==> src/rtl/reg_access_arbiter.sv <==
// reg_access_arbiter
// Serialises register-file accesses from the I2C slave front end and the
// internal protocol FSMs onto one Registers port. Grants alternate when both
// requesters are waiting, and every access is bounded by an ACK timeout.
//
// state     | meaning
// ----------+----------------------------------------------------------
// S_IDLE    | no transaction; arbitrate and latch the winner's request
// S_ISSUE   | one-cycle reg_req strobe; timeout counter cleared
// S_WAIT    | waiting for reg_ack or for the timeout to expire
// S_RELEASE | transaction done; wait for the owner to drop its req
module reg_access_arbiter #(
    parameter int ADDR_W  = 8,
    parameter int DATA_W  = 16,
    parameter int TIMEOUT = 15
) (
    input  logic              CLK,
    input  logic              reset,
    input  logic              i2c_req,
    input  logic [ADDR_W-1:0] i2c_addr,
    input  logic              i2c_rnw,
    input  logic [DATA_W-1:0] i2c_wr_data,
    output logic              i2c_ack,
    output logic              i2c_err,
    output logic [DATA_W-1:0] i2c_rd_data,
    input  logic              fsm_req,
    input  logic [ADDR_W-1:0] fsm_addr,
    input  logic              fsm_rnw,
    input  logic [DATA_W-1:0] fsm_wr_data,
    output logic              fsm_ack,
    output logic              fsm_err,
    output logic [DATA_W-1:0] fsm_rd_data,
    output logic              reg_req,
    output logic [ADDR_W-1:0] reg_addr,
    output logic              reg_rnw,
    output logic [DATA_W-1:0] reg_wr_data,
    input  logic [DATA_W-1:0] reg_rd_data,
    input  logic              reg_ack,
    output logic              busy,
    output logic              owner
);

    typedef enum logic [1:0] {
        S_IDLE    = 2'd0,
        S_ISSUE   = 2'd1,
        S_WAIT    = 2'd2,
        S_RELEASE = 2'd3
    } state_e;

    // Counter value in the last WAIT cycle that may still accept reg_ack.
    localparam logic [7:0] TO_LAST = 8'(TIMEOUT - 1);

    state_e            state_q, state_d;
    logic              owner_q, owner_d;
    logic              last_owner_q, last_owner_d;
    logic [7:0]        cnt_q, cnt_d;
    logic [ADDR_W-1:0] addr_q, addr_d;
    logic              rnw_q, rnw_d;
    logic [DATA_W-1:0] wdata_q, wdata_d;
    logic              i2c_ack_q, i2c_ack_d, i2c_err_q, i2c_err_d;
    logic              fsm_ack_q, fsm_ack_d, fsm_err_q, fsm_err_d;
    logic [DATA_W-1:0] i2c_rd_q, i2c_rd_d, fsm_rd_q, fsm_rd_d;
    logic              grant_fsm, timed_out, done;
    logic [DATA_W-1:0] rd_val;

    // State and datapath registers; reset abandons any transaction in flight.
    always_ff @(posedge CLK or negedge reset) begin
        if (!reset) begin
            state_q      <= S_IDLE;
            owner_q      <= 1'b0;
            last_owner_q <= 1'b1;
            cnt_q        <= '0;
            addr_q       <= '0;
            rnw_q        <= 1'b0;
            wdata_q      <= '0;
            i2c_ack_q    <= 1'b0;
            i2c_err_q    <= 1'b0;
            i2c_rd_q     <= '0;
            fsm_ack_q    <= 1'b0;
            fsm_err_q    <= 1'b0;
            fsm_rd_q     <= '0;
        end else begin
            state_q      <= state_d;
            owner_q      <= owner_d;
            last_owner_q <= last_owner_d;
            cnt_q        <= cnt_d;
            addr_q       <= addr_d;
            rnw_q        <= rnw_d;
            wdata_q      <= wdata_d;
            i2c_ack_q    <= i2c_ack_d;
            i2c_err_q    <= i2c_err_d;
            i2c_rd_q     <= i2c_rd_d;
            fsm_ack_q    <= fsm_ack_d;
            fsm_err_q    <= fsm_err_d;
            fsm_rd_q     <= fsm_rd_d;
        end
    end

    // Arbitration, timeout and completion logic.
    always_comb begin
        state_d      = state_q;
        owner_d      = owner_q;
        last_owner_d = last_owner_q;
        cnt_d        = cnt_q;
        addr_d       = addr_q;
        rnw_d        = rnw_q;
        wdata_d      = wdata_q;
        i2c_ack_d    = 1'b0;
        i2c_err_d    = 1'b0;
        i2c_rd_d     = i2c_rd_q;
        fsm_ack_d    = 1'b0;
        fsm_err_d    = 1'b0;
        fsm_rd_d     = fsm_rd_q;
        grant_fsm    = 1'b0;
        timed_out    = 1'b0;
        done         = 1'b0;
        rd_val       = '0;
        case (state_q)
            S_IDLE: begin
                if (i2c_req || fsm_req) begin
                    // On a tie the requester that was not served last wins.
                    grant_fsm = fsm_req && (!i2c_req || !last_owner_q);
                    owner_d   = grant_fsm;
                    addr_d    = grant_fsm ? fsm_addr    : i2c_addr;
                    rnw_d     = grant_fsm ? fsm_rnw     : i2c_rnw;
                    wdata_d   = grant_fsm ? fsm_wr_data : i2c_wr_data;
                    state_d   = S_ISSUE;
                end
            end
            S_ISSUE: begin
                cnt_d   = '0;
                state_d = S_WAIT;
            end
            S_WAIT: begin
                cnt_d     = cnt_q + 8'd1;
                // A reg_ack arriving on the last allowed cycle still counts as success.
                timed_out = !reg_ack && (cnt_q == TO_LAST);
                done      = reg_ack || timed_out;
                rd_val    = timed_out ? '0 : reg_rd_data;
                if (done) begin
                    if (owner_q) begin
                        fsm_ack_d = 1'b1;
                        fsm_err_d = timed_out;
                        if (rnw_q) fsm_rd_d = rd_val;
                    end else begin
                        i2c_ack_d = 1'b1;
                        i2c_err_d = timed_out;
                        if (rnw_q) i2c_rd_d = rd_val;
                    end
                    last_owner_d = owner_q;
                    state_d      = S_RELEASE;
                end
            end
            S_RELEASE: begin
                if (owner_q ? !fsm_req : !i2c_req) state_d = S_IDLE;
            end
            default: state_d = S_IDLE;
        endcase
    end

    assign reg_req     = (state_q == S_ISSUE);
    assign reg_addr    = addr_q;
    assign reg_rnw     = rnw_q;
    assign reg_wr_data = wdata_q;
    assign busy        = (state_q != S_IDLE);
    assign owner       = owner_q;
    assign i2c_ack     = i2c_ack_q;
    assign i2c_err     = i2c_err_q;
    assign i2c_rd_data = i2c_rd_q;
    assign fsm_ack     = fsm_ack_q;
    assign fsm_err     = fsm_err_q;
    assign fsm_rd_data = fsm_rd_q;

endmodule

==> config.mk <==
export PLATFORM = sky130hd
export DESIGN_NAME = reg_access_arbiter
export DESIGN_NICKNAME = d
export VERILOG_FILES = /design/src/rtl/reg_access_arbiter.sv
export SDC_FILE = /design/constraint.sdc
export NUM_CORES = 1
export LEC_CHECK = 0
export BUFFER_PORTS_ARGS = -buffer_cell sky130_fd_sc_hd__buf_2
export CAP_MARGIN = 25
export CORE_ASPECT_RATIO = 1.5
export CORE_MARGIN = 5
export CORE_UTILIZATION = 25
export CTS_BUF_LIST = sky130_fd_sc_hd__clkbuf_8
export DETAILED_ROUTE_END_ITERATION = 6
export PLACE_DENSITY_LB_ADDON = 0.25
export SYNTH_ARGS = -nofsm -noshare
export SYNTH_HDL_FRONTEND = slang
export SYNTH_SLANG_ARGS = --single-unit
==> constraint.sdc <==
create_clock -name CLK -period 2 [get_ports CLK]
set_input_delay 0.6 -clock CLK [delete_from_list [all_inputs] [get_ports CLK]]
set_output_delay 0.6 -clock CLK [all_outputs]
set_load 0.02 [all_outputs]
; Word level (Yosys, flattened, before mapping)
; Cells that the tools add are included.
; W data, S select, Z words.
[classes]
addsub = 1
n_eq_ne = 7
muxes = 22
bitwise = 1
reduce_logical = 17
[ops]
columns = op, count
row1 = $mux W16, 2
row2 = $pmux W8 S2, 1
row3 = $mux W1, 14
row4 = $add A8 B1 Y8 const B, 1
row5 = $eq A8 B4 Y1 const B, 1
row6 = $mux W8, 1
row7 = $pmux W2 S4, 1
row8 = $reduce_and A4 Y1, 2
row9 = $mux W2, 3
row10 = $ne A2 B2 Y1 const B, 3
row11 = $eq A2 B2 Y1 const B, 2
row12 = $logic_not A1 Y1, 4
row13 = $reduce_and A2 Y1, 2
row14 = $reduce_bool A2 Y1, 2
row15 = $logic_or A1 B1 Y1, 3
row16 = $reduce_and A3 Y1, 1
row17 = $eq A2 B1 Y1 const B, 1
row18 = $logic_and A1 B1 Y1, 2
row19 = $logic_not A2 Y1, 1
row20 = $not A1 Y1, 1
[totals]
register_bits = 73
in_bits = 71
output_inout_bits = 64
elab_cells = 61

; Logic depth before layout (Yosys ltp)
[logic_depth]
word_depth = 5
mapped_depth = 7
depth_no_buf = 6

; Worst setup path after synthesis
; Ideal clock, no wire load.
[synth_path]
path_type = register -> register
from = register state_q[0]
to = register state_q[1]
setup_ns = 0.125
arrival_ns = 1.643
t_required_ns = 1.875
path_slack_ns = 0.232
stages_incl_launch_ff = 7
n_path_buf = 1
synth_period_minus_slack_ns = 1.768
path_cell_list = dfrtp_1 -> inv_1 -> ha_1 -> buf_2 -> inv_1 -> o311ai_0 -> mux2_2
[synth_between]
elab_chain_len = 3
word_cells_on_any_way = 9
cone_classes = eq/ne: 6 / mux: 1 / reduce/logical: 2
[synth_lines]
columns = element, line_no
row1 = "start, declared", 53  ; state_e state_q, state_d;
row2 = "start signal, assigned", 83  ; state_q <= state_d;
row3 = $eq A2 B2 Y1 or $logic_not A2 Y1 (tied branches), 118  ; case (state_q)
row4 = $ne A2 B2 Y1 (no line), -
row5 = $reduce_and A3 Y1 (no line), -
; Parallel ways exist; a longest one is shown, timed or not.
; A chain may end at the register's enable or synchronous reset.

; Worst setup path after layout
[layout_path]
from = register state_q[0]
to = output port busy
[layout_between]
elab_chain_len = 1
[layout_lines]
columns = element, line_no
row1 = $reduce_bool A2 Y1, 165  ; assign busy = (state_q != S_IDLE);
row2 = "end, declared", 39  ; output logic busy,
; No other way between the ends.

==> impl_metrics.yaml <==
run_status:
  status: "complete, no violations"
timing:
  skew_ns: 0.00963
  finalSetupViolations: 0
  maxSlewViolCount: 0
  layout_setup_ws_ns: 0.119
  finalSetupTns_ns: 0
  grt_setup_unrepaired: "false"
  period_minus_slack_ns: 1.88
  hold_viol: 0
  tightest_slew_ns: 0.489
  fin_crit_sh_pct: 94.0
  max_freq_mhz: 532
  slew_headroom_pct: 67.0
grt:
  antenna_found_initial: 0
  grt_pass1_vias: 2811
  grt_first_pass_wirelength_um: 14000
  grt_use_total_pct: 11.8
  overflow: 0
  grt_max_degree: 51
power:
  switchingPower_uw: 2710
  p_int_uw: 4110
  leakage_uw: 0.00222
  clkPwrFrac_pct: 20.7
  peakVddDrop_mv: 0.643
  p_seq_share_pct: 35.2
  power_frac_comb_pct: 44.1
  power_density_mw_per_mm2: 1550
  swShare_pct: 39.8
synthesis:
  synth_cells: 269
  synth_top_area_share_pct: 56.7
  avgSynthCellArea_um2: 11.8
  yosysTopAreaCell: "dfrtp_1"
  ys_async_sr_fraction_pct: 100
  ys_seq_area_share_pct: 57.5
  synth_fp_nets: 346
  ys_warn_count: 0
  synth_enable_flop_cells: 0
  synth_flop_cell: "dfrtp_1"
  ys_types: 34
  synth-seq-cells: 73
  synth_area_mm2: 0.00318
  synthTopCellsByArea: "dfrtp_1, a32o_1, mux2i_1"
drt:
  drt_first_pass_iters: 4
  drt-initial-drc-count: 88
  wirelength_um: 8710
  drc: 0
  postRouteAntennaNets: 0
  vias_per_cell: 4.61
  wl_per_cell_um: 15.3
  dr_total_vias: 2635
die:
  ioPinCount: 135
  die_area_mm2: 0.0151
  coreArea_mm2: 0.0125
  row_count: 50
  die_x_um: 102
  start_util_pct: 25.4
  die_y_um: 148
finish:
  drive_gt1_share_pct: 41.9
  final_common_cell: "buf_2"
  fill_cells: 1322
  final_cell_mix: "buf_2, dfrtp_1, a32o_1"
  syn_to_final_growth_pct: 38.0
  regArea_mm2: 0.00183
  multi_input_area_mm2: 0.00125
  antenna_cells: 0
  fin_nets: 487
setup_path:
  required_ns: 1.40
  worstSetupPathType: "flip-flop to primary output"
  cp.arrival_ns: 1.28
  cp_cell_sequence: "inv_2, ha_4, inv_1, buf_2"
  cp-end-kind: "primary output"
  cp_max_fo: 3
  startpoint_type: "flip-flop"
  cp.buffers_inverters: 3
  cp.depth: 4
  r2r-start: "cnt_q[0]"
  crit_slowest_cell: "dfrtp_1"
  r2r_cells: 6
  r2r_slack_ns: 0.19
  worstReg2RegEnd: "state_q[1]"
  cp_top_family: "flip-flops"
  cpPeakStageDelay_ns: 0.40
hold_path:
  worstHoldPathType: "primary input to asynchronous set/reset pin"
place:
  io_buffer_count: 134
  finalWeightedCongestion: 0.729
  dp_hpwl_um: 6400
  post-place-ws_ns: 0.113
cts:
  cts_tree: "yes"
  cts.clk_slew.worst_paths_ns: 0.08
  clock_sinks: 73
  numCtsBuffers: 9
  cts_max_path_buffers: 2
  h-tree-depth: 3
  cts_root_buf: "clkbuf_8"
  insertion_delay_ns: 0.35
  postCtsHoldBufs: 0
run:
  drv_cap: 0
-- synthesized netlist by cell type, types with 2 or more instances --
| library cell | n |
|---|---|
| nand3_1 | 4 |
| nand3b_1 | 2 |
| o22ai_1 | 3 |
| ha_1 | 6 |
| mux2_2 | 3 |
| and2_1 | 2 |
| o211ai_1 | 2 |
| o21ai_0 | 29 |
| a21oi_1 | 3 |
| mux2i_1 | 26 |
| nor2_1 | 5 |
| clkbuf_1 | 13 |
| and3_1 | 4 |
| nor3b_1 | 2 |
| buf_2 | 2 |
| nor2b_1 | 3 |
| buf_4 | 3 |
| inv_1 | 11 |
| xor2_1 | 2 |
| nand2_1 | 28 |
| a32o_1 | 32 |
| dfrtp_1 | 72 |
-- how the worst max path moves through the flow --
stage | startpoint | end
after floorplan | state_q[0] | state_q[1]
after global placement | state_q[0] | state_q[1]
after detailed placement | state_q[0] | state_q[1]
after CTS | state_q[0] | busy
after global routing | state_q[0] | busy
final | state_q[0] | busy
-- routing by layer --
metal  wire length, um  vias to the layer above  GRT usage [%]  part of all wire, %
li1                  -                     1273              -                    -
met1              3590                     1249           14.1                   41
met2              4290                      102           19.7                   49
met3               708                       11           3.52                  8.1
met4               123                        0           4.46                  1.4
met5                 0                        -              0                    0
-- final cells by class --
| type | count | area share, % |
|---|---|---|
| inverter | 11 | 0.941 |
| timing repair buffer | 150 | 18.9 |
| tap | 156 | 4.45 |
| sequential | 73 | 41.7 |
| clock inverter | 6 | 2.42 |
| multi-input combinational | 165 | 28.4 |
| clock buffer | 10 | 3.14 |
-- worst reg2reg max path, stage by stage (launching register included) --
cell	delay (ns)
dfrtp_1	0.39
inv_1	0.08
ha_1	0.20
nand4b_1	0.13
nor4_4	0.07
o311ai_0	0.43
mux2_2	0.39
-- flip-flops by register name, summed over array words and instances, names as in the netlist --
register and cells:
i2c_err 1, fsm_err 1, fsm_rd_data 16, state_q 2
i2c_rd_data 16, fsm_ack 1, last_owner_q 1, i2c_ack 1
cnt_q 8, reg_rnw 1, reg_wr_data 16, reg_addr 8
owner 1
-- power groups by stage --
stage | Sequential [uW] | Clock (uW) | Combinational, uW
2_1_floorplan | 3070 | 0 | 1190
3_3_place_gp | 2420 | 0 | 2970
3_5_place_dp | 2430 | 0 | 3020
4_1_cts | 2420 | 1470 | 3020
5_1_grt | 2500 | 1530 | 3290
6_report | 2400 | 1410 | 3010
-- kinds of logic (layout without fill, tap and decap cells) --
logic type               count (synthesis)  count (layout)  synth area share (%)
AO/OA/AOI/OAI                           74              74                  17.4
XOR/XNOR                                 2               2                 0.551
adder cells (fa/ha/maj)                  6               6                  2.36
buffers and inverters                   31             177                  4.37
flip-flops                              73              73                  57.5
multiplexers                            29              29                  9.25
AND/OR/NAND/NOR                         54              54                  8.58
-- timing repair --
action                                 CTS  global route
gates resized for setup                  1             2
endpoints found under the hold margin    0             0
setup endpoints to repair                1             1
setup buffers                            0             1
-- metrics by stage --
step                std cells  power [uW]  hold WS (ns)  utilization [%]  cell area (um^2)
CTS                       570        6910         0.160             34.9              4370
global route              571        7320         0.171             35.1              4390
global placement          554        5390         0.462             33.0              4120
floorplan                 269        4260         0.304                -              3180
finish                    571        6820         0.160             35.1              4390
detailed placement        554        5450         0.465             33.0              4120
Note: power is estimated with default switching activity, not from simulation.
